## src/rtl/codec_cfg_sequencer_if.sv

```systemverilog
// codec_cfg_sequencer_if: table-load, run-control and word-generator handshake of the codec config sequencer.
interface codec_cfg_sequencer_if #(
   parameter int DATA_W       = 16,
   parameter int NUM_PROFILES = 4,
   parameter int DEPTH        = 8
);
   // one spare profile code so an out-of-range request is representable
   localparam int PW = $clog2(NUM_PROFILES + 1);
   localparam int AW = $clog2(NUM_PROFILES * DEPTH);
   localparam int CW = $clog2(DEPTH + 1);
   logic              tbl_we;
   logic [AW-1:0]     tbl_addr;
   logic [DATA_W-1:0] tbl_wdata;
   logic              start;
   logic [PW-1:0]     profile;
   logic              abort;
   logic [DATA_W-1:0] i2c_data;
   logic              i2c_load;
   logic              i2c_ready;
   logic              busy;
   logic              done;
   logic              error;
   logic [CW-1:0]     cmd_count;
   modport master (
      output tbl_we, tbl_addr, tbl_wdata, start, profile, abort, i2c_ready,
      input  i2c_data, i2c_load, busy, done, error, cmd_count
   );
   modport slave (
      input  tbl_we, tbl_addr, tbl_wdata, start, profile, abort, i2c_ready,
      output i2c_data, i2c_load, busy, done, error, cmd_count
   );
endinterface

```

## src/rtl/codec_cfg_sequencer.sv

```systemverilog
// codec_cfg_sequencer: streams a runtime-loaded command list into the I2C word generator.
module codec_cfg_sequencer #(
   parameter int                DATA_W       = 16,
   parameter int                NUM_PROFILES = 4,
   parameter int                DEPTH        = 8,
   parameter logic [DATA_W-1:0] END_WORD     = 16'hFFFF,
   parameter int                GAP_CYCLES   = 64,
   parameter int                TIMEOUT      = 1000000
) (
   input logic                 clk,
   input logic                 reset_n,
   codec_cfg_sequencer_if.slave bus
);
   localparam int N  = NUM_PROFILES * DEPTH;
   localparam int PW = $clog2(NUM_PROFILES + 1);
   localparam int AW = $clog2(N);
   localparam int IW = DEPTH > 1 ? $clog2(DEPTH) : 1;
   localparam int CW = $clog2(DEPTH + 1);
   localparam int GW = GAP_CYCLES > 1 ? $clog2(GAP_CYCLES + 1) : 1;
   localparam int TW = TIMEOUT > 1 ? $clog2(TIMEOUT + 1) : 1;
   localparam logic [2:0] CLEAR   = 3'd0;
   localparam logic [2:0] IDLE    = 3'd1;
   localparam logic [2:0] FETCH   = 3'd2;
   localparam logic [2:0] CHECK   = 3'd3;
   localparam logic [2:0] WAITRDY = 3'd4;
   localparam logic [2:0] GAP     = 3'd5;
   localparam logic [2:0] DRAIN   = 3'd6;
   localparam logic [2:0] DONE    = 3'd7;
   logic [2:0]        state;
   logic [AW-1:0]     clr_idx;
   logic [PW-1:0]     prof;
   logic [IW-1:0]     idx;
   logic [DATA_W-1:0] mem [N];
   logic [DATA_W-1:0] word;
   logic [DATA_W-1:0] data_q;
   logic [GW-1:0]     gap_cnt;
   logic [TW-1:0]     tmo_cnt;
   logic              err_q;
   logic              bad_q;
   logic [CW-1:0]     cnt_q;
   logic [AW-1:0]     rd_addr;
   logic              load;
   logic              last;
   logic              tmo_hit;
   assign rd_addr = AW'(prof * DEPTH + idx);
   // load is combinational so it can only coincide with ready, and dies with reset
   assign load    = reset_n && state == WAITRDY && bus.i2c_ready && !bus.abort;
   assign last    = idx == IW'(DEPTH - 1);
   assign tmo_hit = TIMEOUT != 0 && !bus.i2c_ready && tmo_cnt == TW'(TIMEOUT - 1);
   assign bus.i2c_load  = load;
   assign bus.i2c_data  = load ? word : data_q;
   assign bus.busy      = state != IDLE;
   assign bus.done      = state == DONE || bad_q;
   assign bus.error     = err_q;
   assign bus.cmd_count = cnt_q;
   // read-before-write: a same-cycle write to the fetched entry yields the old word
   always_ff @(posedge clk) begin
      if (state == CLEAR) mem[clr_idx] <= END_WORD;
      else if (bus.tbl_we && reset_n) mem[bus.tbl_addr] <= bus.tbl_wdata;
      if (state == FETCH) word <= mem[rd_addr];
   end
   always_ff @(posedge clk) begin
      if (!reset_n) begin
         state   <= CLEAR;
         clr_idx <= '0;
         prof    <= '0;
         idx     <= '0;
         data_q  <= '0;
         gap_cnt <= '0;
         tmo_cnt <= '0;
         err_q   <= 1'b0;
         bad_q   <= 1'b0;
         cnt_q   <= '0;
      end else begin
         bad_q   <= 1'b0;
         tmo_cnt <= '0;
         if (load) begin
            data_q <= word;
            cnt_q  <= cnt_q + 1'b1;
         end
         case (state)
            CLEAR: begin
               clr_idx <= clr_idx + 1'b1;
               if (clr_idx == AW'(N - 1)) state <= IDLE;
            end
            IDLE: if (bus.start) begin
               if (bus.profile < PW'(NUM_PROFILES)) begin
                  prof  <= bus.profile;
                  idx   <= '0;
                  cnt_q <= '0;
                  err_q <= 1'b0;
                  state <= FETCH;
               end else begin
                  err_q <= 1'b1;
                  bad_q <= 1'b1;
               end
            end
            FETCH: state <= bus.abort ? DRAIN : CHECK;
            CHECK: state <= bus.abort || word == END_WORD ? DRAIN : WAITRDY;
            WAITRDY: begin
               if (bus.abort) state <= DRAIN;
               else if (bus.i2c_ready) begin
                  gap_cnt <= GW'(GAP_CYCLES);
                  if (GAP_CYCLES != 0) state <= GAP;
                  else if (last) state <= DRAIN;
                  else begin
                     idx   <= idx + 1'b1;
                     state <= FETCH;
                  end
               end else if (tmo_hit) begin
                  err_q <= 1'b1;
                  state <= DONE;
               end else tmo_cnt <= tmo_cnt + 1'b1;
            end
            GAP: begin
               if (bus.abort) state <= DRAIN;
               else if (gap_cnt > GW'(1)) gap_cnt <= gap_cnt - 1'b1;
               else if (last) state <= DRAIN;
               else begin
                  idx   <= idx + 1'b1;
                  state <= FETCH;
               end
            end
            DRAIN: begin
               if (bus.i2c_ready) state <= DONE;
               else if (tmo_hit) begin
                  err_q <= 1'b1;
                  state <= DONE;
               end else tmo_cnt <= tmo_cnt + 1'b1;
            end
            default: state <= IDLE;
         endcase
      end
   end
endmodule

```

## src/flat_wrapper.sv

```systemverilog
// flat-port wrapper written by rule: the top's interface ports become plain ports
module codec_cfg_sequencer_flat 
#(
   parameter int                DATA_W       = 16,
   parameter int                NUM_PROFILES = 4,
   parameter int                DEPTH        = 8,
   parameter logic [DATA_W-1:0] END_WORD     = 16'hFFFF,
   parameter int                GAP_CYCLES   = 64,
   parameter int                TIMEOUT      = 1000000
)
  (clk, reset_n, bus_tbl_we, bus_tbl_addr, bus_tbl_wdata, bus_start, bus_profile, bus_abort, bus_i2c_ready, bus_i2c_data, bus_i2c_load, bus_busy, bus_done, bus_error, bus_cmd_count);
  codec_cfg_sequencer_if #(.DATA_W(DATA_W), .NUM_PROFILES(NUM_PROFILES), .DEPTH(DEPTH)) bus_i ();
  input logic clk;
  input logic reset_n;
  input wire logic [$bits(bus_i.tbl_we)-1:0] bus_tbl_we;
  input wire logic [$bits(bus_i.tbl_addr)-1:0] bus_tbl_addr;
  input wire logic [$bits(bus_i.tbl_wdata)-1:0] bus_tbl_wdata;
  input wire logic [$bits(bus_i.start)-1:0] bus_start;
  input wire logic [$bits(bus_i.profile)-1:0] bus_profile;
  input wire logic [$bits(bus_i.abort)-1:0] bus_abort;
  input wire logic [$bits(bus_i.i2c_ready)-1:0] bus_i2c_ready;
  output wire logic [$bits(bus_i.i2c_data)-1:0] bus_i2c_data;
  output wire logic [$bits(bus_i.i2c_load)-1:0] bus_i2c_load;
  output wire logic [$bits(bus_i.busy)-1:0] bus_busy;
  output wire logic [$bits(bus_i.done)-1:0] bus_done;
  output wire logic [$bits(bus_i.error)-1:0] bus_error;
  output wire logic [$bits(bus_i.cmd_count)-1:0] bus_cmd_count;
  assign bus_i.tbl_we = bus_tbl_we;
  assign bus_i.tbl_addr = bus_tbl_addr;
  assign bus_i.tbl_wdata = bus_tbl_wdata;
  assign bus_i.start = bus_start;
  assign bus_i.profile = bus_profile;
  assign bus_i.abort = bus_abort;
  assign bus_i.i2c_ready = bus_i2c_ready;
  assign bus_i2c_data = bus_i.i2c_data;
  assign bus_i2c_load = bus_i.i2c_load;
  assign bus_busy = bus_i.busy;
  assign bus_done = bus_i.done;
  assign bus_error = bus_i.error;
  assign bus_cmd_count = bus_i.cmd_count;
  codec_cfg_sequencer #(.DATA_W(DATA_W), .NUM_PROFILES(NUM_PROFILES), .DEPTH(DEPTH), .END_WORD(END_WORD), .GAP_CYCLES(GAP_CYCLES), .TIMEOUT(TIMEOUT)) u_core (.clk(clk), .reset_n(reset_n), .bus(bus_i));
endmodule
```

## config.mk

```make
export PLATFORM = sky130hd
export DESIGN_NAME = codec_cfg_sequencer_flat
export DESIGN_NICKNAME = d
export VERILOG_FILES = /design/src/rtl/codec_cfg_sequencer_if.sv /design/src/rtl/codec_cfg_sequencer.sv /design/src/flat_wrapper.sv
export SDC_FILE = /design/constraint.sdc
export NUM_CORES = 1
export LEC_CHECK = 0
export BUFFER_PORTS_ARGS = -buffer_cell sky130_fd_sc_hd__buf_2
export CAP_MARGIN = 10
export CORE_MARGIN = 2
export CORE_UTILIZATION = 50
export DETAILED_ROUTE_END_ITERATION = 12
export GPL_TIMING_DRIVEN = 0
export PLACE_DENSITY = 0.66
export SYNTH_ARGS = -nofsm -noshare
export SYNTH_HDL_FRONTEND = slang
export SYNTH_SLANG_ARGS = --single-unit
```

## constraint.sdc

```tcl
create_clock -name clk -period 5 [get_ports clk]
set_clock_uncertainty 0.15 [all_clocks]
set_input_delay 0.25 -clock clk [delete_from_list [all_inputs] [get_ports clk]]
set_output_delay 0.25 -clock clk [all_outputs]
set_load 0.005 [all_outputs]
```

==> results of run 1 <==
-- cell usage in the layout (no fill, tap or decap), types with 4 or more instances in the layout --
| cell | count |
|---|---|
| inv_1 | 41 |
| dlygate4sd3_1 | 9 |
| a31oi_1 | 20 |
| nor2b_1 | 21 |
| mux4_2 | 64 |
| xor2_1 | 16 |
| mux2i_1 | 129 |
| and3_1 | 6 |
| a21oi_1 | 44 |
| nor4_1 | 8 |
| nand3b_1 | 5 |
| xnor2_1 | 12 |
| clkinv_2 | 10 |
| clkinv_1 | 11 |
| bufinv_16 | 9 |
| nand2_1 | 104 |
| o22ai_1 | 16 |
| nor3_1 | 10 |
| buf_16 | 8 |
| a41oi_1 | 4 |
| buf_4 | 9 |
| buf_1 | 4 |
| nor2_1 | 61 |
| nor2_2 | 27 |
| a22oi_1 | 65 |
| o21ai_0 | 6 |
| dfxtp_1 | 62 |
| buf_8 | 7 |
| o21ai_1 | 4 |
| nand4_1 | 9 |
| nand2b_1 | 17 |
| nand2b_2 | 4 |
| nand3_1 | 52 |
| edfxtp_1 | 528 |
| clkbuf_1 | 52 |
| buf_2 | 90 |
| clkbuf_16 | 61 |
| ha_1 | 8 |
-- registers in the layout (all words and copies together), names as in the netlist --
name	count
u_core.bad_q	1
u_core.bus.cmd_count	4
u_core.word	16
u_core.data_q	16
u_core.idx	3
u_core.state	3
u_core.clr_idx	5
u_core.bus.error	1
u_core.gap_cnt	7
u_core.prof	2
u_core.tmo_cnt	20
u_core.mem	512
-- path summary, 6_finish.rpt --
check,from,endpoint,cells past startpoint
max,u_core.idx[1],u_core.word[9],8
min,bus_tbl_wdata[0],u_core.mem[1][0],2
max reg2reg,u_core.idx[1],u_core.word[9],8
min reg2reg,u_core.data_q[14],u_core.data_q[14],2
-- power breakdown --
| group | switching, W | internal [W] |
|---|---|---|
| clock network | 0.00180 | 0.00268 |
| registers | 0.00000514 | 0.00531 |
| logic | 0.0000790 | 0.0000358 |
| total | 0.00189 | 0.00803 |
-- area by class of cell --
| type | count | area share |
|---|---|---|
| inverters | 42 | 0.00582 |
| repair buffers | 85 | 0.0274 |
| well taps | 607 | 0.0280 |
| clock buffers | 77 | 0.0586 |
| plain buffers | 78 | 0.0126 |
| flip-flops and latches | 590 | 0.631 |
| clock inverters | 31 | 0.0138 |
| multi-input cells | 750 | 0.222 |
-- logic make-up after synthesis --
kind of cell               Yosys count  synth area share
muxes                              193             0.116
and+or+nand+nor                    344            0.0703
DFF                                590             0.726
AOI/OAI and AO/OA                  177            0.0514
buffers and inverters              120            0.0212
adders and majority gates            8           0.00425
xor gates and xnor gates            28            0.0104
-- metal layers --
metal  vias up  routed length, um  track usage
met5         -                  0            0
met4         0               2340       0.0976
met3       103               3780       0.0437
met2       456              24300        0.334
met1      6529              22900        0.305
li1       5935                  -            -
-- through the flow --
step                       util  cell area, um^2  worst slack [ns]  std cells  hold slack (ns)
after floorplan               -            23500              2.27       1460            0.248
after global placement    0.527            24600              1.40       2119            0.294
after detailed placement  0.536            24900              1.35       2138            0.297
after CTS                 0.580            27000              1.33       2255           0.0635
after global routing      0.582            27100              1.25       2260            0.114
final                     0.582            27100              1.31       2260           0.0954
-- repair_timing --
action | 4_1_cts | 5_1_grt
gates resized for setup | 0 | 0
endpoints found under the hold margin | 6 | 0
hold buffers | 9 | 0
==> qor.yml, run 1 <==
finish:
  seq_area_um2: 17100
  area_delta_synth_final_pct: 15.0
  drive_above_1_share: 0.184
  multi_input_area_um2: 6020
  nets: 1643
  antennaDiodeCount: 0
  fill_cells: 3506
routing:
  wl_per_cell_um: 23.6
  firstDrtPassIters: 6
  via_per_inst: 5.76
  drcViolationCount: 0
  via_count: 13023
  postRouteAntennaNets: 0
  routed_wl_um: 53300
  drt_iter0_markers: 1558
placement:
  place.gp.congestion: 0.898
  io_buffers: 52
  hpwl_um: 35900
worst_setup_path:
  crit_slowest_cell: "buf_1"
  worstPathRequired_ns: 5.13
  crit_chain: "clkbuf_1 -> buf_2 -> buf_1 -> mux4_2 -> inv_1 -> o22ai_1 -> a31oi_1 -> nand3_1"
  cp-end-kind: "flip-flop"
  path_buf_inv: 4
  start_kind: "flip-flop"
  crit_type: "flip-flop to flip-flop"
  r2r_slack_ns: 1.31
  critPathArrivalTime_ns: 3.82
  cp_slowest_stage_delay_ns: 0.60
  crit_fanout: 10
  critPathTopFamily: "buffers and inverters"
floorplan:
  fp.dieH_um: 221
  rows: 79
  core_region_area_um2: 46600
  io_pins: 54
  die_area_um2: 48800
  die_w_um: 221
  start_util: 0.506
timing:
  rsz0062_at_grt: "false"
  relSlewSlack: 0.236
  fmax_ghz: 0.271
  finalHoldViolCount: 0
  drv_slew: 0
  min_period_ns: 3.69
  setup_violations: 0
  period_share: 0.738
  setup_tns_ns: 0
  tightest_slew_ns: 1.15
global_routing:
  grt_pass1_vias: 12915
  grt_pass1_wl_um: 79500
  grt_max_degree: 33
  overflow: 0
  grtUsageTotal: 0.218
  antenna_found_initial: 0
power_and_ir_drop:
  ir_worst_vdd_v: 0.000254
  p_per_area_nw_per_um2: 366
  power_w: 0.00992
  p_leak_nw: 8.87
yosys:
  netlist_area_um2: 23500
  synth_area_per_cell_um2: 16.1
  ys_dominant_reg_cell: "edfxtp_1"
  syn-num-nets: 1498
  yosys.area.top_type: "edfxtp_1"
  synth_commonest_cells: "edfxtp_1 (528), mux2i_1 (129), nand2_1 (104), nor2_1 (88), a22oi_1 (65)"
  synth.distinct_cells: 59
  synth_top_area_share: 0.674
  synth_area_leaders: "edfxtp_1 (67%), mux4_2 (6.1%), mux2i_1 (5.5%)"
  synth_cells: 1460
  post-synth-top-count-cell: "edfxtp_1"
  async_flop_share: 0
  ys_warn_count: 0
  synth_edf_count: 528
  yosysSeqAreaShare: 0.726
  ys_ff_latch: 590
clock_tree:
  root_buffer: "clkbuf_16"
  clk_pin_slew_ns: 0.06
  cts_tree: "built"
  worst_skew_pair.late_latency_ns: 0.62
  numClockSinks: 590
  cts.path.max_buffers: 3
  post_cts_buffers: 0
  numCtsBuffers: 58
  htreeDepth: 2
job:
  cap_violations: 0
status:
  status: "finished, final reports clean"
hold_path:
  hold_path_class: "input pin to flip-flop"
(Power assumes the default switching activity.)
==> run 2, diff against run 1 <==
clock period = 3.7 ns   (was 5 ns; I/O delays follow)
==> run 2 against run 1 <==
Sequential power grew 35%. Final cell count is 0.13% higher. Non-clock buffer count grew 2. Die area unchanged. Highest routed layer unchanged.
==> qor.yml, run 2 (synthesis results as in run 1) <==
timing:
  worst_hold_slack_ns: 0.0240  # was 0.0954 ns
  fmax_ghz: 0.276  # was 0.271 GHz
  setup_tns_ns: 0  # unchanged
  period_share: 0.978  # was 0.738
  tightest_slew_ns: 1.13  # was 1.15 ns
  drv_slew: 0  # unchanged
  setup_violations: 0  # unchanged
  rsz0062_at_grt: "false"  # unchanged
  min_period_ns: 3.62  # was 3.69 ns
  relSlewSlack: 0.247  # was 0.236
  finalHoldViolCount: 0  # unchanged
power_and_ir_drop:
  p_comb_frac: 0.012  # about the same
  ir_worst_vdd_v: 0.000345  # was 0.000254 V
  p_per_area_nw_per_um2: 494  # was 366 nW/um^2
  clkPwrFrac: 0.452  # about the same
  p_leak_nw: 8.88  # was 8.87 nW
  pwr-share-seq: 0.536  # about the same
  switching_share: 0.190  # about the same
  p_int_w: 0.0109  # was 0.00803 W
  p_switching_w: 0.00254  # was 0.00189 W
worst_setup_path:
  crit_type: "flip-flop to flip-flop"  # unchanged
  crit_chain: "clkbuf_1 -> buf_2 -> buf_2 -> mux4_2 -> inv_1 -> o22ai_1 -> a31oi_1 -> nand3_1"  # was clkbuf_1 -> buf_2 -> buf_1 -> mux4_2 -> inv_1 -> o22ai_1 -> a31oi_1 -> nand3_1
  critPathTopFamily: "buffers and inverters"  # unchanged
  crit_fanout: 19  # was 10
  crit_path_end: "u_core.word[11]"  # was u_core.word[9]
  crit_slowest_cell: "buf_2"  # was buf_1
  reg2reg_from: "u_core.idx[1]"  # unchanged
  r2r_slack_ns: 0.08  # was 1.31 ns
  critPathArrivalTime_ns: 3.76  # was 3.82 ns
  r2r-end: "u_core.word[11]"  # was u_core.word[9]
  worstPathRequired_ns: 3.84  # was 5.13 ns
  start_kind: "flip-flop"  # unchanged
  cp.depth: 8  # unchanged
  setup.worst_path.start: "u_core.idx[1]"  # unchanged
  critical_path.most_common_cell: "buf_2"
  cp-end-kind: "flip-flop"  # unchanged
  path_buf_inv: 4  # unchanged
  r2r_cells: 8  # unchanged
  cp_slowest_stage_delay_ns: 0.56  # was 0.60 ns
job:
  cap_violations: 0  # unchanged
placement:
  dpl-instance-area_um2: 24900  # unchanged
  io_buffers: 52  # unchanged
  place.gp.congestion: 0.898  # unchanged
  place_inst: 2138  # unchanged
  hpwl_um: 35900  # unchanged
clock_tree:
  cts_tree: "built"  # unchanged
  htreeDepth: 2  # unchanged
  numCtsBuffers: 58  # unchanged
  root_buffer: "clkbuf_16"  # unchanged
  worst_skew_pair.late_latency_ns: 0.62  # about the same
  numClockSinks: 590  # unchanged
  post_cts_buffers: 0  # unchanged
  clk_pin_slew_ns: 0.06  # about the same
  post_cts_resized: 0  # unchanged
  cts.path.max_buffers: 3  # unchanged
finish:
  fill_cells: 3502  # was 3506
  final_cells: 2263  # was 2260
  finish.utilization: 0.582  # about the same
  design_area_um2: 27100  # about the same
  regMostFlops: "u_core.mem"  # unchanged
  largest_reg_flops: 512  # unchanged
  largestRegisters: "u_core.mem: 512 flops, u_core.tmo_cnt: 20 flops"  # unchanged
  final_cell_mix: "edfxtp_1 (528), mux2i_1 (129), nand2_1 (104)"  # unchanged
  layout_commonest_cell: "edfxtp_1"  # unchanged
  nets: 1645  # was 1643
  area_delta_synth_final_pct: 15.2  # was 15.0%
  drive_above_1_share: 0.184  # about the same
routing:
  postRouteAntennaNets: 0  # unchanged
  firstDrtPassIters: 6  # unchanged
  routed_wl_um: 53300  # about the same
  via_per_inst: 5.78  # was 5.76
  drt_iter0_markers: 1539  # was 1558
  drcViolationCount: 0  # unchanged
  via_count: 13069  # was 13023
  wl_per_cell_um: 23.6  # about the same
global_routing:
  overflow: 0  # unchanged
  grt_pass1_vias: 12934  # was 12915
  grtUsageTotal: 0.218  # about the same
  antenna_found_initial: 0  # unchanged
  grt_pass1_wl_um: 79600  # was 79500 um
  grt_max_degree: 33  # unchanged
floorplan:
  io_pins: 54  # unchanged
  fp.dieH_um: 221  # unchanged
  core_region_area_um2: 46600  # unchanged
  die_w_um: 221  # unchanged
  die_area_um2: 48800  # unchanged
  start_util: 0.506  # unchanged
  rows: 79  # unchanged
hold_path:
  whs_path_depth: 2  # unchanged
  hold_path_class: "input pin to flip-flop"  # unchanged
status:
  status: "finished, final reports clean"  # unchanged
-- run 2: changes by cell type in the layout (fill, tap and decap cells not counted), sizes merged --
| cell | change |
|---|---|
| buf | -1 |
| diode | +1 |
| dlygate4sd3 | +3 |
-- run 2: worst min path at each step --
stage	slack, ns	endpoint	start
after floorplan	0.18	u_core.prof[1]	bus_profile[1]
after global placement	0.29	u_core.bad_q	bus_profile[2]
after detailed placement	0.30	u_core.data_q[14]	u_core.data_q[14]
after CTS	0.14	u_core.mem[14][13]	bus_tbl_wdata[13]
after global routing	0.05	u_core.mem[20][0]	bus_tbl_wdata[0]
final	0.02	u_core.mem[1][0]	bus_tbl_wdata[0]
-- run 2: per-layer routing --
layer | share of wire | vias to the layer above | global-route usage | routed length [um]
li1 | - | 5949 | - | -
met5 | 0 | - | 0 | 0
met4 | 0.043 | 0 | 0.0985 | 2270
met1 | 0.43 | 6576 | 0.305 | 22800
met2 | 0.46 | 439 | 0.334 | 24600
met3 | 0.069 | 105 | 0.0437 | 3670
-- run 2: worst register-to-register path: stages (launching register included) --
cell      delay [ns]
dfxtp_1         0.34
clkbuf_1        0.37
buf_2           0.57
buf_2           0.44
mux4_2          0.37
inv_1           0.10
o22ai_1         0.14
a31oi_1         0.54
nand3_1         0.26
-- run 2: per-stage QoR --
stage          setup WS [ns]  power (W)
4_1_cts               0.0285     0.0135
3_3_place_gp          0.0952    0.00745
2_1_floorplan          0.974    0.00739
3_5_place_dp          0.0457    0.00747
6_report              0.0798     0.0134
5_1_grt               0.0329     0.0138
-- run 2: power groups by stage --
stage                      logic, W  clock network (W)  registers [W]
final                      0.000156            0.00605        0.00719
after detailed placement   0.000145                  0        0.00733
after global routing       0.000166            0.00641        0.00718
after floorplan           0.0000659                  0        0.00733
after global placement     0.000123                  0        0.00733
after CTS                  0.000152            0.00614        0.00719
-- run 2: final cells by class --
type	count	area, um^2	area share
antenna	1	2.50	0.0000923
buffer	77	337	0.0124
clock buffer	77	1590	0.0585
clock inverter	31	373	0.0138
inverter	42	158	0.00582
multi-input combinational	750	6020	0.222
sequential	590	17100	0.631
tap	607	759	0.0280
timing repair buffer	88	773	0.0285
-- run 2: timing repair --
| item | 4_1_cts | 5_1_grt |
|---|---|---|
| hold buffers | 12 | 0 |
| hold endpoints to repair | 20 | 0 |
| endpoints found under the setup margin | 0 | 1 |
==> run 3, diff against run 2 <==
GPL_TIMING_DRIVEN = default   (was 0)
clock period = 3.93 ns   (was 3.7 ns; I/O delays follow)
==> run 3 against run 2 <==
Clock power is 9.3% lower. Global-route usage up 0.30 points. Largest power group unchanged. Core utilization shrank 0.65 points. Setup slack gained 0.52 ns. Routed wire length grew 1.4%. Sequential power fell by 5.8%. Flip-flop and latch count stayed put. Register-to-register slack gained 0.94 ns. Largest cell class unchanged.
==> qor.yml, run 3 (synthesis results as in run 1) <==
floorplan:
  rows: 79  # unchanged
  fp.dieH_um: 221  # unchanged
  core_region_area_um2: 46600  # unchanged
  die_area_um2: 48800  # unchanged
  die_w_um: 221  # unchanged
  start_util: 0.506  # unchanged
  io_pins: 54  # unchanged
clock_tree:
  post_cts_resized: 0  # unchanged
  cts.path.max_buffers: 3  # unchanged
  post_cts_buffers: 0  # unchanged
  cts_tree: "built"  # unchanged
  worst_skew_pair.late_latency_ns: 0.61  # was 0.62 ns
  htreeDepth: 2  # unchanged
  root_buffer: "clkbuf_16"  # unchanged
  clk_pin_slew_ns: 0.06  # about the same
  cts.hold.buffers_added: 13  # was 12
  numClockSinks: 590  # unchanged
  numCtsBuffers: 59  # was 58
worst_setup_path:
  start_kind: "flip-flop"  # unchanged
  critPathArrivalTime_ns: 2.98  # was 3.76 ns
  cp-end-kind: "primary output"  # was flip-flop
  crit_fanout: 20  # was 19
  worstPathRequired_ns: 3.58  # was 3.84 ns
  crit_type: "flip-flop to primary output"  # was flip-flop to flip-flop
routing:
  via_per_inst: 5.92  # was 5.78
  firstDrtPassIters: 5  # was 6
  via_count: 13214  # was 13069
  postRouteAntennaNets: 0  # unchanged
  wl_per_cell_um: 24.2  # was 23.6 um
  drcViolationCount: 0  # unchanged
  routed_wl_um: 54100  # was 53300 um
  drt_iter0_markers: 1645  # was 1539
global_routing:
  grtUsageTotal: 0.221  # was 0.218
  overflow: 0  # unchanged
  grt_pass1_wl_um: 81500  # was 79600 um
  grt_pass1_vias: 12903  # was 12934
  grt_max_degree: 71  # was 33
  antenna_found_initial: 3  # was 0
placement:
  hpwl_um: 33400  # was 35900 um
  io_buffers: 53  # was 52
  place.gp.congestion: 0.812  # was 0.898
  place_ws_ns: 1.02  # was 0.0457 ns
hold_path:
  hold_path_class: "input pin to flip-flop"  # unchanged
timing:
  tightest_slew_ns: 0.962  # was 1.13 ns
  finalHoldViolCount: 0  # unchanged
  fmax_ghz: 0.301
  rsz0062_at_grt: "false"  # unchanged
  setup_tns_ns: 0  # unchanged
  min_period_ns: 3.33
  setup_ws_ns: 0.604  # was 0.0798 ns
  drv_slew: 0  # unchanged
  relSlewSlack: 0.358  # was 0.247
  period_share: 0.846
  setup_violations: 0  # unchanged
finish:
  layout_commonest_cell: "edfxtp_1"  # unchanged
  regMostFlops: "u_core.mem"  # unchanged
  final_cell_mix: "edfxtp_1 (528), mux2i_1 (129), nand2_1 (104)"  # unchanged
  drive_above_1_share: 0.181  # was 0.184
  area_delta_synth_final_pct: 13.9  # was 15.2%
  nets: 1612  # was 1645
  largest_reg_flops: 512  # unchanged
  largestRegisters: "u_core.mem: 512 flops, u_core.tmo_cnt: 20 flops"  # unchanged
power_and_ir_drop:
  p_leak_nw: 8.78  # was 8.88 nW
  p_per_area_nw_per_um2: 462  # was 494 nW/um^2
  ir_worst_vdd_v: 0.000363  # was 0.000345 V
status:
  status: "finished, final reports clean"  # unchanged
job:
  cap_violations: 0  # unchanged
## run 3: changes by cell type in the layout (fill, tap and decap cells not counted), moves of 8 or more
cell / delta
buf_16: -8
buf_2: -37
buf_4: +54
clkbuf_1: -39
nor2_1: +25
nor2_2: -25
## run 3: where the power goes
group          leakage, nW  internal (W)  total [W]  switching (W)
logic                 2.11     0.0000440   0.000133      0.0000892
registers             5.72       0.00676    0.00677     0.00000673
clock network        0.943       0.00320    0.00549        0.00229
## run 3: stage by stage
| stage | util | instances | hold WS (ns) | area (um^2) | power (W) |
|---|---|---|---|---|---|
| 4_1_cts | 0.576 | 2229 | 0.105 | 26800 | 0.0125 |
| 2_1_floorplan | - | 1460 | 0.194 | 23500 | 0.00696 |
| 6_report | 0.576 | 2231 | 0.129 | 26800 | 0.0124 |
| 5_1_grt | 0.576 | 2230 | 0.148 | 26800 | 0.0127 |
| 3_5_place_dp | 0.532 | 2106 | 0.297 | 24800 | 0.00702 |
| 3_3_place_gp | 0.532 | 2106 | 0.292 | 24800 | 0.00702 |
## run 3: per-layer routing
metal	vias to the layer above	routed length (um)	part of all wire	global-route usage
met5	-	24	0.00044	0
met4	4	1520	0.028	0.0727
met3	83	4120	0.076	0.0440
met2	512	24500	0.45	0.329
met1	6724	23900	0.44	0.330
li1	5891	-	-	-
## run 3: final cells by class
class                   instances  area [um^2]
repair buffers                131          908
diodes                          1         2.50
fillers                      3586        19800
well taps                     607          759
clock inverters                34          299
clock buffers                  76         1600
flip-flops and latches        590        17100
multi-input cells             750         5970
inverters                      42          158
## run 3: path summary, 6_finish.rpt
kind	slack (ns)	startpoint	end	cells past startpoint
max	0.60	u_core.state[1]	bus_i2c_data[0]	9
min	0.13	bus_tbl_wdata[2]	u_core.mem[5][2]	3
min reg2reg	0.31	u_core.data_q[3]	u_core.data_q[3]	2
max reg2reg	1.02	u_core.state[1]	u_core.mem[8][3]	6
## run 3: worst max-delay path, cell delays in order, from the launching register on
cell and delay, ns:
dfxtp_1 0.63, nand4bb_1 0.28, nor2_1 0.09, buf_4 0.23
nand2_1 0.09, buf_4 0.24, clkinv_1 0.41, nand2_1 0.18
nand2_1 0.08, buf_2 0.14
